$ cat src/rtl/trigseq_pkg.sv
// Shared types and helpers for the multi-stage trigger sequencer.
package trigseq_pkg;

  typedef enum logic [2:0] {
    IDLE = 3'd0,
    PRE  = 3'd1,
    WAIT = 3'd2,
    POST = 3'd3,
    DONE = 3'd4
  } state_e;

  // Per-bit trig_type encoding.
  localparam logic TYPE_LEVEL = 1'b0;
  localparam logic TYPE_EDGE  = 1'b1;

  // Zero-valued sizes/counts behave as one.
  function automatic logic [31:0] at_least_one(input logic [31:0] v);
    return (v == 32'd0) ? 32'd1 : v;
  endfunction

  // Unsigned upper clamp.
  function automatic logic [31:0] clamp_max(input logic [31:0] v, input logic [31:0] lim);
    return (v > lim) ? lim : v;
  endfunction

endpackage

$ cat src/rtl/trigger_stage_match.sv
// Combinational match of one sample against one trigger stage.
// Each masked bit must satisfy its level or edge condition; unmasked bits
// are don't-care, so an all-zero mask matches every sample.
module trigger_stage_match
  import trigseq_pkg::*;
#(
  parameter int SIZE = 32
) (
  input  logic [SIZE-1:0] cur_i,
  input  logic [SIZE-1:0] prev_i,
  input  logic            prev_vld_i,
  input  logic [SIZE-1:0] mask_i,
  input  logic [SIZE-1:0] type_i,
  input  logic [SIZE-1:0] level_i,
  output logic            match_o
);

  logic [SIZE-1:0] term;

  // Per-bit condition; edge terms need a valid previous sample.
  always_comb begin
    term = '0;
    for (int b = 0; b < SIZE; b++) begin
      if (type_i[b] == TYPE_EDGE)
        term[b] = prev_vld_i && (prev_i[b] != level_i[b]) && (cur_i[b] == level_i[b]);
      else
        term[b] = (cur_i[b] == level_i[b]);
    end
  end

  assign match_o = &(~mask_i | term);

endmodule

$ cat src/rtl/trigger_sequencer.sv
// Multi-stage trigger and capture sequencer for the logic analyser.
// Walks num_levels stages in order, then fills the post-trigger part of a
// circular sample buffer, driving write address/strobe and trigger_pos.
// Optional feature macro: TRIGSEQ_EXT_TRIG_EN adds ext_trig_i, which forces
// an immediate trigger on a strobed sample in WAIT.
module trigger_sequencer
  import trigseq_pkg::*;
#(
  parameter int SIZE    = 32,
  parameter int LEVELS  = 8,
  parameter int SADDR_W = 24,
  parameter int CNT_W   = 16,
  localparam int NL_W   = $clog2(LEVELS + 1),
  localparam int STG_W  = (LEVELS > 1) ? $clog2(LEVELS) : 1
) (
  input  logic                      clk_i,
  input  logic                      reset_i,
  input  logic                      sample_en_i,
  input  logic [SIZE-1:0]           dinput_i,
  input  logic                      arm_i,
  input  logic                      abort_i,
`ifdef TRIGSEQ_EXT_TRIG_EN
  input  logic                      ext_trig_i,
`endif
  input  logic [NL_W-1:0]           num_levels_i,
  input  logic [LEVELS*SIZE-1:0]    trig_mask_i,
  input  logic [LEVELS*SIZE-1:0]    trig_type_i,
  input  logic [LEVELS*SIZE-1:0]    trig_level_i,
  input  logic [LEVELS*CNT_W-1:0]   trig_count_i,
  input  logic [SADDR_W-1:0]        post_trigger_count_i,
  input  logic [SADDR_W-1:0]        buffer_size_i,
  output logic [SADDR_W-1:0]        wr_addr_o,
  output logic                      wr_en_o,
  output logic [STG_W-1:0]          stage_o,
  output logic                      armed_o,
  output logic                      triggered_o,
  output logic                      done_o,
  output logic                      ready_o,
  output logic [SADDR_W-1:0]        trigger_pos_o
);

  state_e               state_q, state_d;
  logic [STG_W-1:0]     stage_q, stage_d;
  logic [CNT_W-1:0]     cnt_q, cnt_d;
  logic [SADDR_W-1:0]   pre_q, pre_d, post_q, post_d;
  logic [SADDR_W-1:0]   ptr_q, ptr_d, wr_addr_q, wr_addr_d, tpos_q, tpos_d;
  logic                 wr_en_q, wr_en_d, trig_q, trig_d, pvld_q, pvld_d;
  logic [SIZE-1:0]      prev_q, prev_d;

  logic [SIZE-1:0]      cur_mask, cur_type, cur_level;
  logic [CNT_W-1:0]     cur_cnt;
  logic [31:0]          buf32, post32, pre32, nl32, cnt32;
  logic                 match, cnt_hit, last_stage, ext_fire, fire, capturing;

`ifdef TRIGSEQ_EXT_TRIG_EN
  assign ext_fire = ext_trig_i;
`else
  assign ext_fire = 1'b0;
`endif

  // Active stage configuration and clamped targets, all compared at 32 bits.
  always_comb begin
    cur_mask   = trig_mask_i [32'(stage_q)*SIZE  +: SIZE];
    cur_type   = trig_type_i [32'(stage_q)*SIZE  +: SIZE];
    cur_level  = trig_level_i[32'(stage_q)*SIZE  +: SIZE];
    cur_cnt    = trig_count_i[32'(stage_q)*CNT_W +: CNT_W];
    buf32      = at_least_one(32'(buffer_size_i));
    post32     = clamp_max(32'(post_trigger_count_i), buf32 - 32'd1);
    pre32      = buf32 - post32;
    nl32       = clamp_max(32'(num_levels_i), 32'(LEVELS));
    cnt32      = at_least_one(32'(cur_cnt));
    cnt_hit    = (32'(cnt_q) + 32'd1) >= cnt32;
    last_stage = (32'(stage_q) + 32'd1) >= nl32;
  end

  trigger_stage_match #(.SIZE(SIZE)) u_match (
    .cur_i      (dinput_i),
    .prev_i     (prev_q),
    .prev_vld_i (pvld_q),
    .mask_i     (cur_mask),
    .type_i     (cur_type),
    .level_i    (cur_level),
    .match_o    (match)
  );

  assign fire      = ext_fire || (nl32 == 32'd0) || (match && cnt_hit && last_stage);
  assign capturing = (state_q == PRE) || (state_q == WAIT) || (state_q == POST);

  // Next-state: FSM, stage/occurrence counters, fill counters, write pointer.
  always_comb begin
    state_d   = state_q;
    stage_d   = stage_q;
    cnt_d     = cnt_q;
    pre_d     = pre_q;
    post_d    = post_q;
    ptr_d     = ptr_q;
    wr_addr_d = wr_addr_q;
    wr_en_d   = 1'b0;
    tpos_d    = tpos_q;
    trig_d    = trig_q;
    prev_d    = prev_q;
    pvld_d    = pvld_q;
    if (abort_i) begin
      // Cancel wins over everything, including a same-cycle arm or sample.
      state_d = IDLE;
      pvld_d  = 1'b0;
    end else begin
      case (state_q)
        IDLE, DONE: begin
          if (arm_i) begin
            state_d = PRE;
            stage_d = '0;
            cnt_d   = '0;
            pre_d   = '0;
            post_d  = '0;
            trig_d  = 1'b0;
            pvld_d  = 1'b0;
          end
        end
        PRE: begin
          if (sample_en_i) begin
            pre_d = pre_q + 1'b1;
            if (32'(pre_q) + 32'd1 >= pre32) state_d = WAIT;
          end
        end
        WAIT: begin
          if (sample_en_i) begin
            prev_d = dinput_i;
            pvld_d = 1'b1;
            if (fire) begin
              state_d = POST;
              trig_d  = 1'b1;
              tpos_d  = ptr_q;
              post_d  = '0;
              cnt_d   = '0;
            end else if (match) begin
              if (cnt_hit) begin
                stage_d = stage_q + 1'b1;
                cnt_d   = '0;
              end else begin
                cnt_d = cnt_q + 1'b1;
              end
            end
          end
        end
        POST: begin
          // A zero target completes on the cycle after the trigger.
          if (32'(post_q) >= post32) begin
            state_d = DONE;
          end else if (sample_en_i) begin
            post_d = post_q + 1'b1;
            if (32'(post_q) + 32'd1 >= post32) state_d = DONE;
          end
        end
        default: state_d = IDLE;
      endcase
      if (sample_en_i && capturing) begin
        wr_en_d   = 1'b1;
        wr_addr_d = ptr_q;
        ptr_d     = (32'(ptr_q) + 32'd1 >= buf32) ? '0 : ptr_q + 1'b1;
      end
    end
  end

  // State register with asynchronous reset.
  always_ff @(posedge clk_i or posedge reset_i) begin
    if (reset_i) begin
      state_q   <= IDLE;
      stage_q   <= '0;
      cnt_q     <= '0;
      pre_q     <= '0;
      post_q    <= '0;
      ptr_q     <= '0;
      wr_addr_q <= '0;
      wr_en_q   <= 1'b0;
      tpos_q    <= '0;
      trig_q    <= 1'b0;
      prev_q    <= '0;
      pvld_q    <= 1'b0;
    end else begin
      state_q   <= state_d;
      stage_q   <= stage_d;
      cnt_q     <= cnt_d;
      pre_q     <= pre_d;
      post_q    <= post_d;
      ptr_q     <= ptr_d;
      wr_addr_q <= wr_addr_d;
      wr_en_q   <= wr_en_d;
      tpos_q    <= tpos_d;
      trig_q    <= trig_d;
      prev_q    <= prev_d;
      pvld_q    <= pvld_d;
    end
  end

  assign wr_addr_o     = wr_addr_q;
  assign wr_en_o       = wr_en_q;
  assign stage_o       = stage_q;
  assign armed_o       = (state_q == PRE) || (state_q == WAIT);
  assign triggered_o   = trig_q;
  assign done_o        = (state_q == DONE);
  assign ready_o       = (state_q == IDLE) || (state_q == DONE);
  assign trigger_pos_o = tpos_q;

endmodule

$ cat config.mk
export PLATFORM = sky130hd
export DESIGN_NAME = trigger_sequencer
export DESIGN_NICKNAME = d
export VERILOG_FILES = /design/src/rtl/trigseq_pkg.sv /design/src/rtl/trigger_stage_match.sv /design/src/rtl/trigger_sequencer.sv
export SDC_FILE = /design/constraint.sdc
export NUM_CORES = 1
export LEC_CHECK = 0
export ABC_CLOCK_PERIOD_IN_PS = 6400
export CAP_MARGIN = 20
export CELL_PAD_IN_SITES_DETAIL_PLACEMENT = 2
export CELL_PAD_IN_SITES_GLOBAL_PLACEMENT = 2
export CORE_AREA = 2 2 401 403
export DETAILED_ROUTE_END_ITERATION = 8
export DIE_AREA = 0 0 403 405
export MAX_ROUTING_LAYER = met4
export PLACE_DENSITY_LB_ADDON = 0.12
export SKIP_LAST_GASP = 1
export SLEW_MARGIN = 20
export SYNTH_ARGS = -nofsm -noshare
export SYNTH_HDL_FRONTEND = slang
export SYNTH_SLANG_ARGS = --single-unit
$ cat constraint.sdc
create_clock -name clk_i -period 6.4 [get_ports clk_i]
set_input_delay 0.96 -clock clk_i [delete_from_list [all_inputs] [get_ports clk_i]]
set_output_delay 0.96 -clock clk_i [all_outputs]
set_load 0.1 [all_outputs]
After elaboration in Yosys (flattened, before gate mapping)
Index checks and enable logic that the tools add are counted.
{"block": "classes", "n_eq_ne": 85, "bitwise": 3, "addsub": 12, "shifts": 4, "n_reduce_logical": 91, "muxes": 76, "magnitude_cmp": 8}
{"op": "256-bit by 9-bit indexed part select with 32-bit output", "count": 3}
{"op": "24-bit two-way mux", "count": 8}
{"op": "128-bit by 8-bit indexed part select with 16-bit output", "count": 1}
{"op": "16-bit two-way mux", "count": 6}
{"op": "24-bit by 1-bit adder with 25-bit output, second input constant", "count": 3}
{"op": "24-bit by 1-bit adder with 24-bit output, second input constant", "count": 3}
{"op": "24-bit case mux with 3 select lines", "count": 1}
{"op": "1-bit logical AND", "count": 67}
{"op": "25-bit by 32-bit >= comparator with 1-bit output", "count": 2}
{"op": "24-bit case mux with 2 select lines", "count": 1}
{"op": "3-bit two-way mux", "count": 14}
{"op": "1-bit two-way mux", "count": 39}
{"op": "1-bit equality test", "count": 32}
{"op": "24-bit by 32-bit >= comparator with 1-bit output", "count": 1}
{"op": "24-bit by 32-bit > comparator with 1-bit output", "count": 1}
{"op": "32-bit zero test", "count": 1}
{"op": "32-bit two-way mux", "count": 1}
{"op": "1-bit inequality test", "count": 32}
{"op": "32-bit inverter", "count": 1}
{"op": "32-bit OR", "count": 1}
{"op": "16-bit case mux with 2 select lines", "count": 1}
{"op": "32-bit AND reduction", "count": 1}
{"op": "24-bit by 32-bit subtractor with 32-bit output", "count": 1}
{"op": "25-bit by 24-bit >= comparator with 1-bit output", "count": 1}
{"op": "32 further kinds", "count": 57}
{"block": "totals", "output_inout_bits": 56, "word_cells": 291, "ff_bits": 177}

Logic depth before layout (Yosys ltp)
{"block": "logic_depth", "ltp_word": 14, "mapped_depth": 44}

Hierarchy
A second synthesis with hierarchy kept.
{"block": "hier_totals", "hier_cells": 2149, "hier_area_um2": 21448.1}
{"module": "trigger_sequencer", "cells_per_inst": 1992, "n_inst": 1, "area_per_inst_um2": 20462.1}
{"module": "trigger_stage_match", "cells_per_inst": 157, "n_inst": 1, "area_per_inst_um2": 985.9}

Worst setup path before layout
No wires, ideal clock.
{"block": "synth_timing", "path_kind": "input-to-reg", "from": "in buffer_size_i[2]", "to": "reg state_q[1]", "setup_time_ns": 0.078, "path_stages": 39, "path_slack_ns": -2.955, "required_time_ns": 6.322, "t_arrival_ns": 9.277, "path_cell_list": "clkbuf_1 > nor2_1 > a41oi_1 > ha_1 > nor2b_1 > nand2_1 > or4_1 > xnor2_1 > ha_1 > nand3_1 > a2111oi_0 > o21a_1 > clkbuf_1 > clkbuf_1 > clkbuf_1 > nand2_1 > o21ai_0 > ha_1 > (+3 left out) > a21oi_1 > nor2b_1 > o21ai_0 > a21oi_1 > a211o_1 > a31oi_1 > o21bai_1 > a2111oi_0 > a311oi_1 > ha_1 > nand3_1 > nor4_1 > a2111oi_0 > o21ai_0 > a31oi_1 > o41ai_1 > nand4_1 > a21oi_1"}
{"block": "synth_via", "elab_chain_cells": 9, "word_cells_on_any_way": 16, "cone_classes": "2 x add/sub; 4 x order compare; 3 x eq/ne; 5 x mux; 2 x reduce/logical"}
{"element": "from (decl)", "line_no": "trigger_sequencer.sv:31", "source": "input logic [SADDR_W-1:0] buffer_size_i,"}
{"element": "24-bit zero test", "line_no": "trigseq_pkg.sv:18", "source": "return (v == 32'd0) ? 32'd1 : v;"}
{"element": "24-bit two-way mux (*)", "line_no": "trigseq_pkg.sv:18"}
{"element": "24-bit by 1-bit subtractor with 25-bit output", "line_no": "trigger_sequencer.sv:68", "source": "post32 = clamp_max(32'(post_trigger_count_i), buf32 - 32'd1);"}
{"element": "24-bit by 32-bit > comparator with 1-bit output", "line_no": "trigseq_pkg.sv:23", "source": "return (v > lim) ? lim : v;"}
{"element": "32-bit two-way mux", "line_no": "trigseq_pkg.sv:23"}
{"element": "24-bit by 32-bit subtractor with 32-bit output / 24-bit by 32-bit >= comparator with 1-bit output (equally long branches)", "line_no": "trigger_sequencer.sv:69, trigger_sequencer.sv:148"}
{"element": "25-bit by 32-bit >= comparator with 1-bit output / 3-bit two-way mux (equally long branches)", "line_no": "trigger_sequencer.sv:123, trigger_sequencer.sv:148"}
{"element": "3-bit inequality test (no line) / 3-bit case mux with 4 select lines (equally long branches)"}
{"element": "7-bit AND reduction (no line) / 3-bit two-way mux (equally long branches)"}
{"element": "to (signal assigned)", "line_no": "trigger_sequencer.sv:181", "source": "state_q <= state_d;"}
{"element": "to (decl)", "line_no": "trigger_sequencer.sv:42", "source": "state_e state_q, state_d;"}
Mark *: on every way between the ends. The rest lies on a longest branch, timed or not.
A chain may end at the register's enable or synchronous reset.

Worst setup path after layout
{"block": "layout_timing", "from": "in buffer_size_i[7]", "to": "reg state_q[1]"}
Same word-level chain as after synthesis.

==> impl_metrics.py <==
metrics = {
    "worst_setup_path": {
        "r2r_setup_slack_ns": 0.48,
        "cp-end-kind": "flip-flop",
        "required_ns": 6.86,
        "slowest_stage": "o32a_1",
        "cp.arrival_ns": 8.34,
        "path_common_cell": "buf_6",
        "crit_path_max_incr_delay_ns": 0.39,
        "worstSetupPathType": "in -> reg",
        "start_kind": "input pin",
        "crit_path_max_fanout": 5,
    },
    "timing": {
        "min_period_ns": 7.879,
        "finalWorstSetupSlack_ns": -1.479,
        "slew_viol_final": 0,
        "whs_ns": 0.4862,
        "fmax_mhz": 126.9,
        "worst_pin_slew_ns": 1.153,
        "slew_headroom": 0.2289,
        "setup_violations": 27,
        "fin_crit_sh": 1.231,
        "rsz0062_at_grt": "true",
        "skew_ns": 0.03520,
        "hold_violations": 0,
    },
    "clock_network": {
        "clkTransAtPathRegs_ns": 0.09,
        "root_buffer": "clkbuf_16",
        "cts_buffer_depth": 2,
        "cts_tree": "done",
        "clock_sinks": 177,
        "cts_buffers": 17,
        "htreeDepth": 4,
        "insertion_delay_ns": 0.55,
        "ctsHoldBuffers": 0,
    },
    "detailed_routing": {
        "wl_met2_um": 94020,
        "wl_met1_um": 78610,
        "via_count": 25650,
        "drt_iter0_drc": 1216,
        "drt_first_pass_iters": 7,
        "top_layer": "met4",
        "drc": 0,
        "met3_length_um": 8693,
        "detail_route.wl_per_cell_um": 32.24,
        "ant_nets": 0,
        "wl_um": 184600,
        "viasPerCell": 4.479,
    },
    "grt": {
        "overflow": 0,
        "antenna_found_initial": 77,
        "first_global_vias": 27730,
        "grt_util_all_layers": 0.2271,
        "grt_pass1_wl_um": 246800,
        "grt_max_degree": 92,
    },
    "synthesis": {
        "synthCells": 2329,
        "syn_area_um2": 22300,
        "syn_avg_cell_area_um2": 9.573,
        "synth_ff_type": "dfrtp_1",
        "yosysSeqAreaShare": 0.1987,
        "ys_async_sr_fraction": 1.000,
        "yosysTopAreaCell": "dfrtp_1",
        "synth.top_cells.by_area": "dfrtp_1 20%, mux4_2 20%, ha_1 9.3%",
        "ys_types": 74,
        "yosys_warnings": 0,
        "syn_nets": 3481,
        "yosysTopAreaCellShare": 0.1987,
        "synth_seq_cells": 177,
        "synth_edf_count": 0,
    },
    "die": {
        "initial_utilization": 0.1400,
        "core_um2": 159300,
        "die_w_um": 403,
        "ioPinCount": 1041,
        "die_h_um": 405,
        "die-area_um2": 163200,
        "rows": 147,
    },
    "run_status": {
        "violations": "negative setup slack",
        "status": "finished, violations left",
    },
    "power_and_ir_drop": {
        "swShare": 0.4035,
        "combPwrFrac": 0.519,
        "clkPwrFrac": 0.231,
        "p_switching_w": 0.002143,
        "ir_drop_v": 0.0002392,
        "leakagePower_nw": 16.00,
        "power_density_nw_per_um2": 135.4,
        "p_seq_frac": 0.250,
        "p_int_w": 0.003169,
    },
    "place": {
        "numPortBuffers": 1040,
        "gp_congestion": 0.9014,
        "placed_area_um2": 37550,
        "detailed_place_hpwl_um": 160400,
    },
    "final_layout": {
        "syn2layout_area_growth_pct": 75.99,
        "stdcell_area_um2": 39240,
        "layout.nets": 4744,
        "drive_above_1_share": 0.2325,
    },
    "job": {
        "cap_violations": 0,
    },
    "min_path": {
        "hold_class": "reg -> reg",
    },
}
==> through the flow <==
stage	utilization	setup WS (ns)	TNS (ns)	total power, W	cells
global placement	0.2358	-2.894	-67.18	0.003945	5620
finish	0.2464	-1.479	-14.46	0.005313	5726
floorplan	-	-1.793	-17.64	0.002432	2329
global route	0.2463	-1.820	-20.77	0.005652	5720
CTS	0.2432	-1.447	-11.55	0.005356	5674
detailed placement	0.2358	-3.070	-67.59	0.003971	5620
==> final cells by class <==
type	count	area, um2
Clock inverter	15	203.9
Inverter	71	279.0
Antenna cell	35	87.58
Tap cell	2086	2610
Clock buffer	17	425.4
Sequential cell	177	4439
Timing Repair Buffer	1407	13450
Fill cell	17870	120000
Multi-Input combinational cell	1918	17740
==> path summary, 6_finish.rpt <==
kind,start,cells after the start,to
max,buffer_size_i[7],39,state_q[1]$_DFFE_PP0P_
min,wr_addr_o[15]$_DFFE_PP0P_,2,wr_addr_o[15]$_DFFE_PP0P_
max reg2reg,stage_o[0]$_DFFE_PP0P_,17,post_q[0]$_DFFE_PP0P_
min reg2reg,wr_addr_o[15]$_DFFE_PP0P_,2,wr_addr_o[15]$_DFFE_PP0P_
max in group asynchronous,reset_i,3,wr_addr_o[18]$_DFFE_PP0P_
min in group asynchronous,reset_i,2,prev_q[4]$_DFFE_PP0P_
==> registers in the layout, indices dropped and copies added, names as in the netlist <==
signal         cells
cnt_q             16
post_q            24
pre_q             24
prev_q            32
ptr_q             24
pvld_q             1
stage_o            3
state_q            3
trigger_pos_o     24
triggered_o        1
wr_addr_o         24
wr_en_o            1
==> worst max-delay path: cells and delay by family <==
| kind | cells | cell delay, ns |
|---|---|---|
| simple gates | 12 | 2.24 |
| fa+ha+maj | 4 | 1.06 |
| xor+xnor | 2 | 0.18 |
| buf+inv | 6 | 0.78 |
| compound gates | 15 | 3.10 |
==> cell usage after synthesis (13+ instances only) <==
cell and count:
nand2b_1 33, a311oi_1 13, and3_1 49, nand2_1 248, mux2i_1 97, nor2b_1 15, o31ai_1 19, a31oi_1 17
xor2_1 80, o21ai_0 146, nor4_1 13, o41ai_1 22, mux2_2 96, a211o_1 14, nor2_1 78, o211ai_1 25
dfrtp_1 177, buf_1 21, inv_1 71, nand4b_1 15, ha_1 166, nor3_1 43, a21oi_1 87, nand4_1 42
clkbuf_1 100, mux4_2 196, buf_2 30, a22o_1 18, a211oi_1 32, a21o_1 63, xnor2_1 71, nand3_1 72
==> layer usage <==
metal / GRT usage / vias up
met1: 0.2692 / 13250
met2: 0.3970 / 717
met4: 0.04238 / 0
li1: - / 11560
met5: - / -
met3: 0.04757 / 124
==> what timing repair did <==
action	4_1_cts	5_1_grt
endpoints found under the hold margin	0	0
resized for setup	148	71
gates cloned	4	0
pin swaps	62	88
setup endpoints to repair	27	27
buffers inserted	22	18
==> placed cells by master, fill, tap and decap left out, types with 15 or more instances in the layout <==
master	instances
and3_1	48
buf_4	334
nand3_1	68
a22o_1	18
nand2_1	242
mux2_2	94
nand4b_1	15
a211oi_1	30
xnor2_1	67
o21ai_0	118
a21o_1	63
mux2i_1	97
o31ai_1	19
inv_1	67
nand4_1	42
xor2_1	80
diode_2	35
clkbuf_16	17
o211ai_1	25
o41ai_1	21
dfrtp_1	173
mux4_2	196
buf_6	15
buf_12	18
a21oi_1	72
nor2_1	71
nand2b_1	33
ha_1	154
nor3_1	40
clkdlybuf4s50_1	1017
==> cells by family (layout without fill, tap and decap cells) <==
group           count (synthesis)  in the layout  share of synthesized area
buf+inv                       236           1510                    0.04444
flops                         177            177                     0.1987
simple gates                  682            682                     0.1562
fa+ha+maj                     167            167                    0.09405
compound gates                527            529                     0.1573
xor+xnor                      151            151                    0.05932
mux                           389            389                     0.2900
other cells                     0             35                          0
==> power groups by stage <==
stage / Clock (W) / Sequential, W / Combinational [W]
2_1_floorplan: 0 / 0.00141 / 0.00103
3_3_place_gp: 0 / 0.00135 / 0.00260
3_5_place_dp: 0 / 0.00135 / 0.00262
4_1_cts: 0.00131 / 0.00133 / 0.00272
5_1_grt: 0.00133 / 0.00135 / 0.00298
6_report: 0.00123 / 0.00133 / 0.00276
Power figures use the tool's default switching activity.
==> patch: new RTL, same settings <==
`CNT_W`: 16 -> 32.
--- a/src/rtl/trigger_sequencer.sv
+++ b/src/rtl/trigger_sequencer.sv
@@ -9,7 +9,7 @@
   parameter int SIZE    = 32,
   parameter int LEVELS  = 8,
   parameter int SADDR_W = 24,
-  parameter int CNT_W   = 16,
+  parameter int CNT_W   = 32,
   localparam int NL_W   = $clog2(LEVELS + 1),
   localparam int STG_W  = (LEVELS > 1) ? $clog2(LEVELS) : 1
 ) (
Interface: changed (resized trig_count_i); port bits go from 1041 to 1169. The function was not compared with the original's and may differ.
==> patch against the unedited design <==
- the run still ends with negative setup slack left
- setup slack better by 0.22 ns
- combinational power up 11%
- synthesized area up 13%
- total power up 8.6%
- routed wire length up 18%
- sequential cell count up 16
- core utilization up 2.7 points
- cell area up 11%
- largest power group unchanged
==> patch: results (changes against the unedited design) <==
The flow ran to the end, but the final reports show violations. The final reports fail on negative setup slack. The worst-case vdd ir drop came out at 0.244 mV (+1.9%).

The global-route track usage on met1 is 27.4% (+0.43 points). The worst-case register-to-register setup slack was 0.25 ns (-0.23 ns). The routability congestion estimate from global placement is 0.932 (+3.4%). The number of antenna violations at the first check in global routing is 149 (+94%). The filler cell count in the final layout is 17.9k (+0.29%). In this run the most critical hold path is launched from wr_addr_o[5]. The detailed-route wire length is 218 mm (+18%).

The worst slack at placement is -2.58 ns (+0.491 ns). The maximum number of pins on one net before global-route repair came out at 82 (-11%). The detailed-router iteration count before antenna repair is 5 (-2). The depth of the most critical reg-to-reg path is 24 (+7).

The global-route wire length before repair came out at 287 mm (+16%). The commonest cells after synthesis are sky130_fd_sc_hd__nand2_1 (277), sky130_fd_sc_hd__mux2i_1 (195), sky130_fd_sc_hd__dfrtp_1 (193), sky130_fd_sc_hd__mux4_2 (183), sky130_fd_sc_hd__ha_1 (182). The DRC marker count from the first detailed-route iteration is 1547 (+27%). The final setup violation count is 28 (+3.7%). In the post-synthesis netlist, the biggest area contributors are sky130_fd_sc_hd__dfrtp_1 (19%), sky130_fd_sc_hd__mux4_2 (16%), sky130_fd_sc_hd__ha_1 (9.0%), sky130_fd_sc_hd__mux2i_1 (7.7%), sky130_fd_sc_hd__xor2_1 (5.1%). The number of global-route vias before repair came out at 32.1k (+16%). The mean area per synthesized cell came out at 9.15 µm² (-4.4%).

The cell with the largest stage delay on the worst path is sky130_fd_sc_hd__or4b_4. The worst-margin pin slew came out at 1.12 ns (-0.0318 ns). The routed via count came out at 29.5k (+15%). The instance count after placement with tap cells included was 6166 (+9.7%). The estimated wirelength of the detail-placed design is 191 mm (+19%).

The delay of the slowest cell on the worst path was 0.54 ns (+0.15 ns). The minimum setup slack in the final design is -1.26 ns (+0.223 ns). The average vias per placed instance is 4.66 (+4.1%). In this run the critical register-to-register path is launched from cnt_q[2]. The global-route met2 utilization was 47.7% (+8.0 points). The total global routing track utilization came to 26.8% (+4.1 points). The clock network latency to the later pin of the worst-skew pair is 0.57 ns (+0.02 ns). The worst-case clock skew came out at 0.0548 ns (+0.0196 ns). The share of final-layout standard cells stronger than drive strength 1 came out at 20.1% (-3.2 points).
-- patch: how the worst max path moves through the flow --
stage                 startpoint         end  slack [ns]
2_1_floorplan  buffer_size_i[15]  state_q[1]       -1.26
3_3_place_gp    buffer_size_i[8]  state_q[1]       -2.44
3_5_place_dp    buffer_size_i[8]  state_q[1]       -2.58
4_1_cts        buffer_size_i[13]  state_q[1]       -1.28
5_1_grt        buffer_size_i[13]  state_q[0]       -1.57
6_report       buffer_size_i[13]  state_q[0]       -1.26
-- patch: cell families after synthesis --
family          share of synthesized area (%)
mux                                      27.0
flops                                    19.1
simple gates                             16.3
compound gates                           14.8
xor+xnor                                 8.63
buf+inv                                  4.99
fa+ha+maj                                9.13
-- patch: report_power, final --
part / switching, W / internal, W / total [W]
Combinational: 0.00150 / 0.00155 / 0.00305
Clock: 0.000722 / 0.000540 / 0.00126
Sequential: 0.000118 / 0.00134 / 0.00146
-- patch: worst max-delay path, delay by kind of cell --
kind	cells	cell delay (ns)
xor gates and xnor gates	2	0.32
AOI/OAI and AO/OA	17	3.07
and+or+nand+nor	14	2.12
buffers and inverters	2	0.19
adders and majority gates	5	1.41
-- patch: layout make-up --
type	count	area, µm²	area share, %
clock buffer	17	425	0.976
multi-input combinational	2273	20000	45.9
tap	2086	2610	5.99
sequential	193	4840	11.1
clock inverter	15	204	0.468
antenna	89	223	0.511
timing repair buffer	1560	14900	34.2
inverter	101	393	0.902
-- patch: repair_timing --
| item | 4_1_cts | 5_1_grt |
|---|---|---|
| cloned | 3 | 1 |
| buffers inserted | 28 | 19 |
| hold buffers | 0 | 0 |
| pin swaps | 61 | 63 |
| resized for setup | 139 | 70 |
| setup endpoints to repair | 28 | 28 |
-- patch: layer usage --
layer	part of all wire [%]	vias to the layer above
met4	4.8	0
met3	7.0	237
met2	52	928
met5	0	-
li1	-	13300
met1	36	15100
-- patch: through the flow --
step           setup TNS, ns  hold WS [ns]  cell area (µm²)  util [%]
3_5_place_dp          -59.38         0.469            41700      26.2
6_report              -18.17         0.490            43600      27.4
3_3_place_gp          -54.59         0.463            41700      26.2
2_1_floorplan         -19.22         0.463            25600         -
4_1_cts               -19.69         0.491            42900      26.9
5_1_grt               -26.27         0.523            43600      27.3
